$ cat config.mk
export PLATFORM = sky130hd
export DESIGN_NAME = ijtc_update_scheduler
export DESIGN_NICKNAME = d
export VERILOG_FILES = /design/src/rtl/ijtc_update_scheduler.sv
export SDC_FILE = /design/constraint.sdc
export NUM_CORES = 1
export LEC_CHECK = 0
export ABC_CLOCK_PERIOD_IN_PS = 3000
export CORE_MARGIN = 3
export CORE_UTILIZATION = 49
export DETAILED_ROUTE_END_ITERATION = 6
export PLACE_DENSITY = 0.75
export SYNTH_ARGS = -nofsm -noshare
export SYNTH_HDL_FRONTEND = slang
export SYNTH_SLANG_ARGS = --single-unit
$ cat constraint.sdc
create_clock -name clk -period 3 [get_ports clk]
set_input_delay 0.6 -clock clk [delete_from_list [all_inputs] [get_ports clk]]
set_output_delay 0.6 -clock clk [all_outputs]
set_load 0.03 [all_outputs]
$ cat src/rtl/ijtc_update_scheduler.sv
// ijtc_update_scheduler: owns the IJTC target RAM port, sweeps it invalid after reset,
// arbitrates fetch lookups against queued repair writes, and maintains the Gshare GHR.
module ijtc_update_scheduler #(
    parameter int FIFO_DEPTH = 4,
    parameter int GHR_LEN    = 8,
    parameter int IDX_W      = 8,
    parameter int STARVE_MAX = 7
) (
    input  logic                clk,
    input  logic                rst_n,
    input  logic                lookup_req_i,
    input  logic [31:0]         lookup_pc_i,
    output logic                lookup_grant_o,
    input  logic                spec_valid_i,
    input  logic                spec_take_i,
    input  logic                rep_valid_i,
    output logic                rep_ready_o,
    input  logic [31:0]         rep_pc_i,
    input  logic [31:0]         rep_dest_i,
    input  logic                rep_take_i,
    input  logic [GHR_LEN-1:0]  rep_ghr_i,
    output logic [GHR_LEN-1:0]  ghr_o,
    output logic                ram_en_o,
    output logic                ram_we_o,
    output logic [IDX_W-1:0]    ram_idx_o,
    output logic [29-IDX_W:0]   ram_wtag_o,
    output logic [31:0]         ram_wdata_o,
    output logic                ram_wvalid_o,
    output logic                busy_o
);
    localparam int PTR_W = $clog2(FIFO_DEPTH);
    localparam int CNT_W = PTR_W + 1;
    localparam int SW    = $clog2(STARVE_MAX + 1);

    typedef enum logic {S_INIT = 1'b0, S_RUN = 1'b1} state_e;

    state_e             state_q, state_d;
    logic [IDX_W-1:0]   init_cnt_q;
    logic [GHR_LEN-1:0] ghr_q;
    logic [PTR_W-1:0]   wr_ptr_q, rd_ptr_q;
    logic [CNT_W-1:0]   count_q;
    logic [SW-1:0]      starve_q;

    // Repair queue storage; pc keeps only bits [31:2], the low bits never reach the RAM.
    logic [29:0]        fifo_pc_q   [FIFO_DEPTH];
    logic [31:0]        fifo_dest_q [FIFO_DEPTH];
    logic               fifo_take_q [FIFO_DEPTH];
    logic [GHR_LEN-1:0] fifo_ghr_q  [FIFO_DEPTH];

    logic               run, empty, full, starve_hit, do_grant, do_deq, do_acc, head_wr;
    logic [29:0]        head_pc;
    logic [IDX_W-1:0]   lookup_idx, write_idx;
    logic               unused_bits;

    assign run        = state_q == S_RUN;
    assign empty      = count_q == '0;
    assign full       = count_q == CNT_W'(FIFO_DEPTH);
    assign starve_hit = !empty && starve_q == SW'(STARVE_MAX);
    assign do_grant   = run && lookup_req_i && !starve_hit;
    assign do_deq     = run && !empty && !do_grant;
    assign do_acc     = rep_valid_i && rep_ready_o;
    assign head_pc    = fifo_pc_q[rd_ptr_q];
    assign head_wr    = do_deq && fifo_take_q[rd_ptr_q];
    assign lookup_idx = lookup_pc_i[IDX_W+1:2] ^ IDX_W'(ghr_q);
    assign write_idx  = head_pc[IDX_W-1:0] ^ IDX_W'(fifo_ghr_q[rd_ptr_q]);
    assign ghr_o      = ghr_q;
    assign unused_bits = ^{lookup_pc_i[31:IDX_W+2], lookup_pc_i[1:0], rep_pc_i[1:0]};

    // State register.
    always_ff @(posedge clk or negedge rst_n) begin
        if (!rst_n) state_q <= S_INIT;
        else        state_q <= state_d;
    end

    // Leave INIT once the sweep has written the last entry.
    always_comb begin
        state_d = state_q;
        if (state_q == S_INIT && init_cnt_q == '1) state_d = S_RUN;
    end

    // RAM port and handshake outputs; INIT forces invalidating writes.
    always_comb begin
        busy_o         = !run;
        rep_ready_o    = run && !full;
        lookup_grant_o = do_grant;
        ram_en_o       = run ? (do_grant || head_wr) : 1'b1;
        ram_we_o       = run ? head_wr : 1'b1;
        ram_idx_o      = run ? (do_grant ? lookup_idx : write_idx) : init_cnt_q;
        ram_wtag_o     = run ? head_pc[29:IDX_W] : '0;
        ram_wdata_o    = run ? fifo_dest_q[rd_ptr_q] : '0;
        ram_wvalid_o   = head_wr;
    end

    // Sweep counter, GHR, queue pointers and starvation counter.
    always_ff @(posedge clk or negedge rst_n) begin
        if (!rst_n) begin
            init_cnt_q <= '0;
            ghr_q      <= '0;
            wr_ptr_q   <= '0;
            rd_ptr_q   <= '0;
            count_q    <= '0;
            starve_q   <= '0;
        end else begin
            if (!run) init_cnt_q <= init_cnt_q + IDX_W'(1);
            if (do_acc) ghr_q <= {rep_ghr_i[GHR_LEN-2:0], rep_take_i};
            else if (run && spec_valid_i) ghr_q <= {ghr_q[GHR_LEN-2:0], spec_take_i};
            if (do_acc) wr_ptr_q <= wr_ptr_q + PTR_W'(1);
            if (do_deq) rd_ptr_q <= rd_ptr_q + PTR_W'(1);
            count_q  <= count_q + CNT_W'(do_acc) - CNT_W'(do_deq);
            // A non-empty queue at the limit always dequeues, so the increment self-saturates.
            starve_q <= (do_deq || empty) ? '0 : starve_q + SW'(do_grant);
        end
    end

    // Queue payload write on accept.
    always_ff @(posedge clk) begin
        if (do_acc) begin
            fifo_pc_q[wr_ptr_q]   <= rep_pc_i[31:2];
            fifo_dest_q[wr_ptr_q] <= rep_dest_i;
            fifo_take_q[wr_ptr_q] <= rep_take_i;
            fifo_ghr_q[wr_ptr_q]  <= rep_ghr_i;
        end
    end
endmodule

Word-level counts from Yosys, hierarchy flattened
Memory sizes are Yosys's and may differ from the RTL's. Cells that the tools add are included.

Register bits: 27. Memory bits (writable): 284. Input bits: 111. Output and inout port bits: 76. Memories kept: 4.

Memories: fifo_dest_q (depth 4, width 32, read ports 1, clocked after memory_dff 0, wr ports 1, line 46) `logic [31:0] fifo_dest_q [FIFO_DEPTH];`; fifo_pc_q (depth 4, width 30, read ports 1, clocked after memory_dff 0, wr ports 1, line 45) `logic [29:0] fifo_pc_q [FIFO_DEPTH];`; fifo_ghr_q (depth 4, width 8, read ports 1, clocked after memory_dff 0, wr ports 1, line 48) `logic [GHR_LEN-1:0] fifo_ghr_q [FIFO_DEPTH];`; fifo_take_q (depth 4, width 1, read ports 1, clocked after memory_dff 0, wr ports 1, line 47) `logic fifo_take_q [FIFO_DEPTH];`.

Add/subtract/negate cells: 6. Equality and inequality tests: 3. Muxes and demuxes: 11. Bitwise gates (word level): 3. Reductions and logical operators: 19.

Operators with widths (count): 32-bit 2-to-1 mux (1); 8-bit 2-to-1 mux (4); 22-bit 2-to-1 mux (1); 8-bit bitwise XOR (2); 1-bit logical AND (10); 8-bit by 1-bit adder with 8-bit output, second input constant (1); 8-bit equality test, second input constant (1); 3-bit by 1-bit adder with 3-bit output (2); 3-bit equality test, second input constant (2); 1-bit logical NOT (5); 2-bit by 1-bit adder with 2-bit output, second input constant (2); 1-bit 2-to-1 mux (4); 3-bit logical NOT (1); 3-bit 2-to-1 mux (1); 3-bit by 1-bit subtractor with 3-bit output (1); 1-bit logical OR (2); 2-bit nonzero test (1); 1-bit NOT (1).

Longest topological paths before layout
Gate-level depths: netlist (run 1).

Depth after elaboration: 10. Gate-level depth with buffers: 10. Mapped depth without buffers: 8.

Worst setup path after synthesis (run 1)
No wires, ideal clock.

Kind: register to register. Start: register state_q (netlist: run). End: memory fifo_dest_q[0][0] (enable). Setup time: 0.437 ns. Arrival time: 3.005 ns. Data required time: 2.563 ns. Setup slack: -0.443 ns. Cell stages (with the launch flop): 5. Clock period less this slack: 3.443 ns. Path through: dfrtp_1 buf_2 inv_2 a21oi_1 and3_1.

Word-level cells in the longest chain between the ends: 4.

Ends and longest elaborated chain: start, declared (line 37) `state_e state_q, state_d;`; start signal, assigned (line 72) `else state_q <= state_d;`; 1-bit logical AND (line 84) `rep_ready_o = run && !full;`; net rep_ready_o (line 17) `output logic rep_ready_o,`; 1-bit logical AND (line 61) `assign do_acc = rep_valid_i && rep_ready_o;`; 1-bit 2-to-1 mux (line 117) `if (do_acc) begin`; 1-bit 2-to-1 mux (not written as such) (line 119) `fifo_dest_q[wr_ptr_q] <= rep_dest_i;`; end, declared (line 46).

The timed path passes the listed nets, and every way through them passes these cells.

Final worst setup path (run 1)
Start: register rd_ptr_q[0]. End: output port ram_wdata_o[20].

Word-level cells in the longest chain between the ends: 2.

Ends and longest elaborated chain: start, declared (line 40) `logic [PTR_W-1:0] wr_ptr_q, rd_ptr_q;`; start signal, assigned (line 108) `if (do_deq) rd_ptr_q <= rd_ptr_q + PTR_W'(1);`; memory 4 x 32 bit; 32-bit 2-to-1 mux (line 90) `ram_wdata_o = run ? fifo_dest_q[rd_ptr_q] : '0;`; end, declared (line 27) `output logic [31:0] ram_wdata_o,`.

No other way between the ends.

==> metrics.yaml, run 1 <==
finish:
  final_nets: 918
  area_growth_pct: 25.25
  layout.cells.non_filler: 1146
  antenna-diode-count: 0
  drive_gt1_share_pct: 22.87
  design_area_mm2: 0.01534
floorplan:
  io_pins: 187
  die_y_um: 164.1
  design.die.area_mm2: 0.02693
  core_area_mm2: 0.02446
  rows: 57
  die_w_um: 164.1
  initial_core_util_pct: 50.07
hold_path:
  min_delay_path_depth: 1
  holdCritStartpoint: "init_cnt_q[2]"
  min_path_type: "flop to flop"
  holdPathEnd: "init_cnt_q[2]"
critical_path:
  rr_startpoint: "count_q[1]"
  path_buf_inv: 3
  reg2regPathDepth: 9
  crit_chain: "buf_4 > buf_16 > mux4_2 > and2_1 > clkdlybuf4s15_1"
  cp.required_ns: 2.40
  end_kind: "output pin"
  slowest_stage: "mux4_2"
  regToRegEndpoint: "count_q[2]"
  crit_path_max_incr_delay_ns: 0.49
  arrival_ns: 2.32
  worstSetupStartpointType: "flop"
  crit_fanout: 9
  critPathTopFamily: "buffers and inverters"
  rrSetupSlack_ns: 0.75
  path_class: "flop to output pin"
sta:
  timing.final.ws_setup_ns: 0.07796
  holdWs_ns: 0.4919
  tightest_slew_ns: 0.8005
  fmax_ghz: 0.3422
  post-route-min-period_ns: 2.922
  period_share_pct: 97.40
  drv_slew: 0
  rsz0062_at_grt: "true"
  hold_violations: 0
  clock_skew_ns: 0.01048
  setup_viol: 0
  relSlewSlack_pct: 46.46
global_routing:
  antenna_found_initial: 0
  overflow: 0
  grt_pass1_wl_um: 36850
  track_usage_pct: 18.00
  grt_max_degree: 72
  grt_pass1_vias: 6543
detailed_routing:
  drc: 0
  first_pass_iters: 5
  totalWireLength_um: 24130
  avgViaCountPerCell: 5.369
  ant_nets: 0
  detail_route.wl_per_cell_um: 21.06
  dr.first_iter.drc_count: 378
  dr_total_vias: 6153
synth:
  syn-cell-area_mm2: 0.01225
  synth_cell_types: 31
  syn_avg_cell_area_um2: 20.45
  syn_nets: 719
  ys_warn_count: 0
  ys_seq_area_share_pct: 75.15
  synth-edff-count: 284
  ys_seq_elements: 311
  syn_inst: 599
  synth-async-reset-ratio_pct: 8.682
  synth_ff_type: "edfxtp_1"
power_and_ir_drop:
  vdd_drop_max_uv: 448.5
  p_per_area_mw_per_mm2: 561.5
  p_leak_nw: 5.398
  finalPower_mw: 8.614
cts:
  clock_latency_ns: 0.54
  ctsHtreeMaxLevel: 1
  numCtsBuffers: 30
  cts_tree: "built"
  cts.sink_count: 311
  cts_buffer_depth: 3
  cts_hold_buf: 0
  clock-root-buffer: "clkbuf_16"
  clk_pin_slew_worst_paths_ns: 0.06
placed_design:
  dpl.cell_count: 1075
  dp_slack_ns: 0.2194
  portBuffers: 160
  gp_congestion: 0.7854
  dpl_cell_area_mm2: 0.01428
  dp_hpwl_um: 14030
outcome:
  status: "complete, no violations"
run:
  maxCapViolations: 0
what timing repair did:
| item | CTS | global route |
|---|---|---|
| endpoints found under the setup margin | 55 | 50 |
| pin swaps | 0 | 0 |
| cloned | 1 | 2 |
| resized for setup | 57 | 54 |
| setup buffers | 0 | 12 |
placed cells by master (no fill, tap or decap), types with 2 or more instances in the layout:
cell,n
dfrtp_4,2
and3_1,3
clkbuf_1,3
clkinv_1,9
mux4_2,63
bufinv_16,2
edfxtp_1,284
dlygate4sd2_1,23
ha_1,8
buf_4,31
xnor2_1,43
a31oi_1,8
buf_16,3
nand2_1,6
nand3_1,6
o22ai_1,8
clkinv_2,4
xor2_1,11
buf_12,9
clkinvlp_4,4
a21oi_1,10
clkbuf_8,3
clkdlybuf4s50_1,95
and3_4,4
clkdlybuf4s15_1,6
dfrtp_1,24
clkbuf_2,21
and2_1,57
buf_6,2
clkbuf_16,33
inv_1,7
mux2i_1,8
nor2_1,10
area by class of cell:
| class | instances | area [um2] |
|---|---|---|
| Sequential cell | 311 | 9213 |
| Tap cell | 324 | 405.4 |
| Inverter | 8 | 30.03 |
| Multi-Input combinational cell | 254 | 2830 |
| Clock inverter | 19 | 143.9 |
| Timing Repair Buffer | 193 | 1891 |
| Fill cell | 1736 | 9121 |
| Clock buffer | 37 | 828.3 |
how the worst max path moves through the flow:
stage	start	to	slack, ns	depth (start not counted)
after floorplan	run	fifo_dest_q[0][0]	0.34	4
final	rd_ptr_q[0]	ram_wdata_o[20]	0.08	5
after CTS	rd_ptr_q[0]	ram_wdata_o[13]	-0.03	4
after detailed placement	lookup_req_i	ram_we_o	0.22	5
after global routing	rd_ptr_q[1]	ram_idx_o[6]	-0.02	4
after global placement	lookup_req_i	ram_we_o	0.21	5
cells by family (layout without fill, tap and decap cells):
family	count (synthesis)	count (layout)	synth area share [%]
multiplexers	73	73	12.42
adder cells (fa/ha/maj)	9	9	0.9807
buffers and inverters	34	257	1.910
AND/OR/NAND/NOR	89	89	4.178
flip-flops	311	311	75.15
AO/OA/AOI/OAI	29	29	1.502
XOR/XNOR	54	54	3.861
synth_stat cells (8+ instances only):
cell      count  area (um2)
xor2_1       11       96.34
edfxtp_1    284        8528
a21oi_1      10       50.05
dfrtp_1      27       675.7
mux2i_1       8       80.08
clkbuf_1      8       30.03
mux4_2       63        1419
a31oi_1       8       50.05
xnor2_1      43       376.6
ha_1          8       100.1
o22ai_1       8       50.05
nor2_1       10       37.54
and2_1       57       356.6
per-stage QoR:
stage / TNS (ns) / util (%)
floorplan: 0 / -
global placement: 0 / 58.38
detailed placement: 0 / 58.38
CTS: -0.05629 / 62.27
global route: -0.05571 / 62.71
finish: 0 / 62.71
layer usage:
metal | vias up | wire [um] | part of all wire [%] | GRT usage (%)
met5 | - | 0 | 0 | 0
met1 | 3133 | 9867 | 41 | 23.88
met4 | 0 | 587 | 2.4 | 4.921
li1 | 2770 | - | - | -
met3 | 42 | 1467 | 6.1 | 3.178
met2 | 208 | 12210 | 51 | 30.95
where the power goes:
group / total (mW) / internal (mW) / switching [mW]
combinational: 0.236 / 0.134 / 0.102
clock: 3.61 / 2.12 / 1.49
sequential: 4.77 / 4.74 / 0.0230
registers in the layout (all words and copies together) (netlist names), 2 cells and up:
register	count
wr_ptr_q	2
count_q	3
rd_ptr_q	2
fifo_take_q	4
fifo_dest_q	128
starve_q	3
init_cnt_q	8
fifo_pc_q	120
ghr_o	8
fifo_ghr_q	32
Note: power is estimated with default switching activity, not from simulation.
==> inputs of run 2 (changes only) <==
PLACE_DENSITY = 0.87   (was 0.75)
==> metrics.yaml, run 2 (synthesis gave the netlist of run 1 again) <==
outcome:
  status: "complete, no violations"  # unchanged
detailed_routing:
  dr_total_vias: 6107  # was 6153
  drc: 0  # unchanged
  totalWireLength_um: 23580  # was 24130 um
  first_pass_iters: 4  # was 5
  ant_nets: 0  # unchanged
  dr.first_iter.drc_count: 340  # was 378
  avgViaCountPerCell: 5.343  # was 5.369
  detail_route.wl_per_cell_um: 20.63  # was 21.06 um
finish:
  n_fill_cell: 1685  # was 1736
  final_common_cell: "edfxtp_1"  # unchanged
  final_nets: 914  # was 918
  antenna-diode-count: 0  # unchanged
  largest_reg_flops: 128  # unchanged
  reg_top3: "fifo_dest_q: 128 flops, fifo_pc_q: 120 flops, fifo_ghr_q: 32 flops"  # unchanged
  area_growth_pct: 26.53  # was 25.25%
  drive_gt1_share_pct: 20.51  # was 22.87%
  layout_common_cells: "edfxtp_1, clkdlybuf4s50_1, mux4_2, and2_1, dlygate4sd2_1"  # was edfxtp_1, clkdlybuf4s50_1, mux4_2, and2_1, xnor2_1
  regMostFlops: "fifo_dest_q"  # unchanged
placed_design:
  dp_slack_ns: 0.3023  # was 0.2194 ns
  dp_hpwl_um: 15420  # was 14030 um
  portBuffers: 160  # unchanged
  gp_congestion: 0.7861  # was 0.7854
critical_path:
  crit_chain: "buf_16 > mux4_2 > and2_1 > dlygate4sd2_1"  # was buf_4 > buf_16 > mux4_2 > and2_1 > clkdlybuf4s15_1
  path_class: "flop to output pin"  # unchanged
  crit_path_max_incr_delay_ns: 0.53  # was 0.49 ns
  slowest_stage: "mux4_2"  # unchanged
  critPathTopFamily: "buffers and inverters"  # unchanged
  end_kind: "output pin"  # unchanged
  path_buf_inv: 2  # was 3
  arrival_ns: 2.28  # was 2.32 ns
  worstSetupStartpointType: "flop"  # unchanged
  crit_fanout: 27  # was 9
  cp.required_ns: 2.40  # about the same
floorplan:
  die_w_um: 164.1  # unchanged
  rows: 57  # unchanged
  die_y_um: 164.1  # unchanged
  io_pins: 187  # unchanged
  initial_core_util_pct: 50.07  # unchanged
  design.die.area_mm2: 0.02693  # unchanged
  core_area_mm2: 0.02446  # unchanged
sta:
  period_share_pct: 96.07  # was 97.40%
  final.setup.tns_ns: 0  # unchanged
  clock_skew_ns: 0.01278  # was 0.01048 ns
  fmax_ghz: 0.3470  # was 0.3422 GHz
  tightest_slew_ns: 0.4458  # was 0.8005 ns
  post-route-min-period_ns: 2.882  # was 2.922 ns
  drv_slew: 0  # unchanged
  hold_violations: 0  # unchanged
  rsz0062_at_grt: "false"  # was true
  setup_viol: 0  # unchanged
  timing.final.ws_setup_ns: 0.1180  # was 0.07796 ns
  relSlewSlack_pct: 70.21  # was 46.46%
global_routing:
  grtUsageMet2_pct: 30.16  # was 30.95%
  grt_pass1_wl_um: 36800  # was 36850 um
  grt_max_degree: 35  # was 72
  track_usage_pct: 18.02  # was 18.00%
  overflow: 0  # unchanged
  grt_pass1_vias: 6461  # was 6543
  antenna_found_initial: 0  # unchanged
  grt_util_met1_pct: 24.23  # was 23.88%
  grtUsageMet3_pct: 3.808  # was 3.178%
  busiest_layer: "met2"  # unchanged
power_and_ir_drop:
  vdd_drop_max_uv: 542.2  # was 448.5 uV
  power.share.clock_pct: 45.4  # was 41.9%
  internal-power_mw: 7.488  # was 6.994 mW
  p_sw_share_pct: 18.30  # was 18.80%
  combPwrFrac_pct: 2.6  # was 2.7%
  seq_power_share_pct: 52.0  # was 55.3%
  p_sw_mw: 1.677  # was 1.619 mW
  p_leak_nw: 5.511  # was 5.398 nW
  p_per_area_mw_per_mm2: 591.4  # was 561.5 mW/mm2
cts:
  numCtsBuffers: 34  # was 30
  clk_pin_slew_worst_paths_ns: 0.06  # about the same
  cts_buffer_depth: 3  # unchanged
  ctsHtreeMaxLevel: 2  # was 1
  cts.sink_count: 311  # unchanged
  cts_tree: "built"  # unchanged
  clock_latency_ns: 0.49  # was 0.54 ns
  clock-root-buffer: "clkbuf_16"  # unchanged
run:
  maxCapViolations: 0  # unchanged
hold_path:
  min_path_type: "primary input to asynchronous set/reset pin"  # was flop to flop
run 2: what timing repair did:
action                                  in CTS  in global routing
gates resized for setup                     48                  6
endpoints found under the setup margin      49                  4
hold buffers                                 0                  0
setup buffers                                3                  0
run 2: path summary, 6_finish.rpt:
check / from / to / slack, ns / depth (start not counted)
hold reg to reg: init_cnt_q[2] / init_cnt_q[2] / 0.50 / 1
min in group clk: init_cnt_q[2] / init_cnt_q[2] / 0.50 / 1
setup reg to reg: run / count_q[2] / 0.72 / 10
setup / recovery: rd_ptr_q[0] / ram_wdata_o[18] / 0.12 / 4
max in group asynchronous: rst_n / rd_ptr_q[1] / 2.19 / 2
hold / removal: rst_n / starve_q[0] / 0.50 / 2
run 2: power groups by stage:
| stage | Sequential [mW] | Clock, mW | Combinational [mW] |
|---|---|---|---|
| after global placement | 4.86 | 0 | 0.225 |
| after CTS | 4.77 | 4.24 | 0.239 |
| after floorplan | 4.87 | 0 | 0.0377 |
| final | 4.77 | 4.16 | 0.237 |
| after detailed placement | 4.86 | 0 | 0.238 |
| after global routing | 4.77 | 4.44 | 0.257 |
run 2: stage by stage:
step	util, %	hold slack (ns)	instances	cell area, um2	total power [mW]
floorplan	-	0.3044	599	12250	4.905
global placement	58.78	0.4796	1080	14380	5.082
detailed placement	58.78	0.4875	1080	14380	5.095
CTS	63.37	0.4972	1144	15500	9.242
global route	63.35	0.5176	1143	15500	9.467
finish	63.35	0.4954	1143	15500	9.166
run 2: layout make-up:
class / count / area, um2 / area share, %
Timing Repair Buffer: 185 / 1874 / 12.09
Multi-Input combinational cell: 254 / 2834 / 18.29
Clock buffer: 47 / 973.4 / 6.281
Inverter: 8 / 30.03 / 0.1938
Clock inverter: 14 / 167.7 / 1.082
Sequential cell: 311 / 9213 / 59.45
Tap cell: 324 / 405.4 / 2.616
run 2: routing by layer:
metal,vias up,share of wire (%),wire length [um]
li1,2760,-,-
met1,3136,41,9768
met2,184,51,12020
met3,27,6.0,1409
met4,0,1.6,380
met5,-,0,0
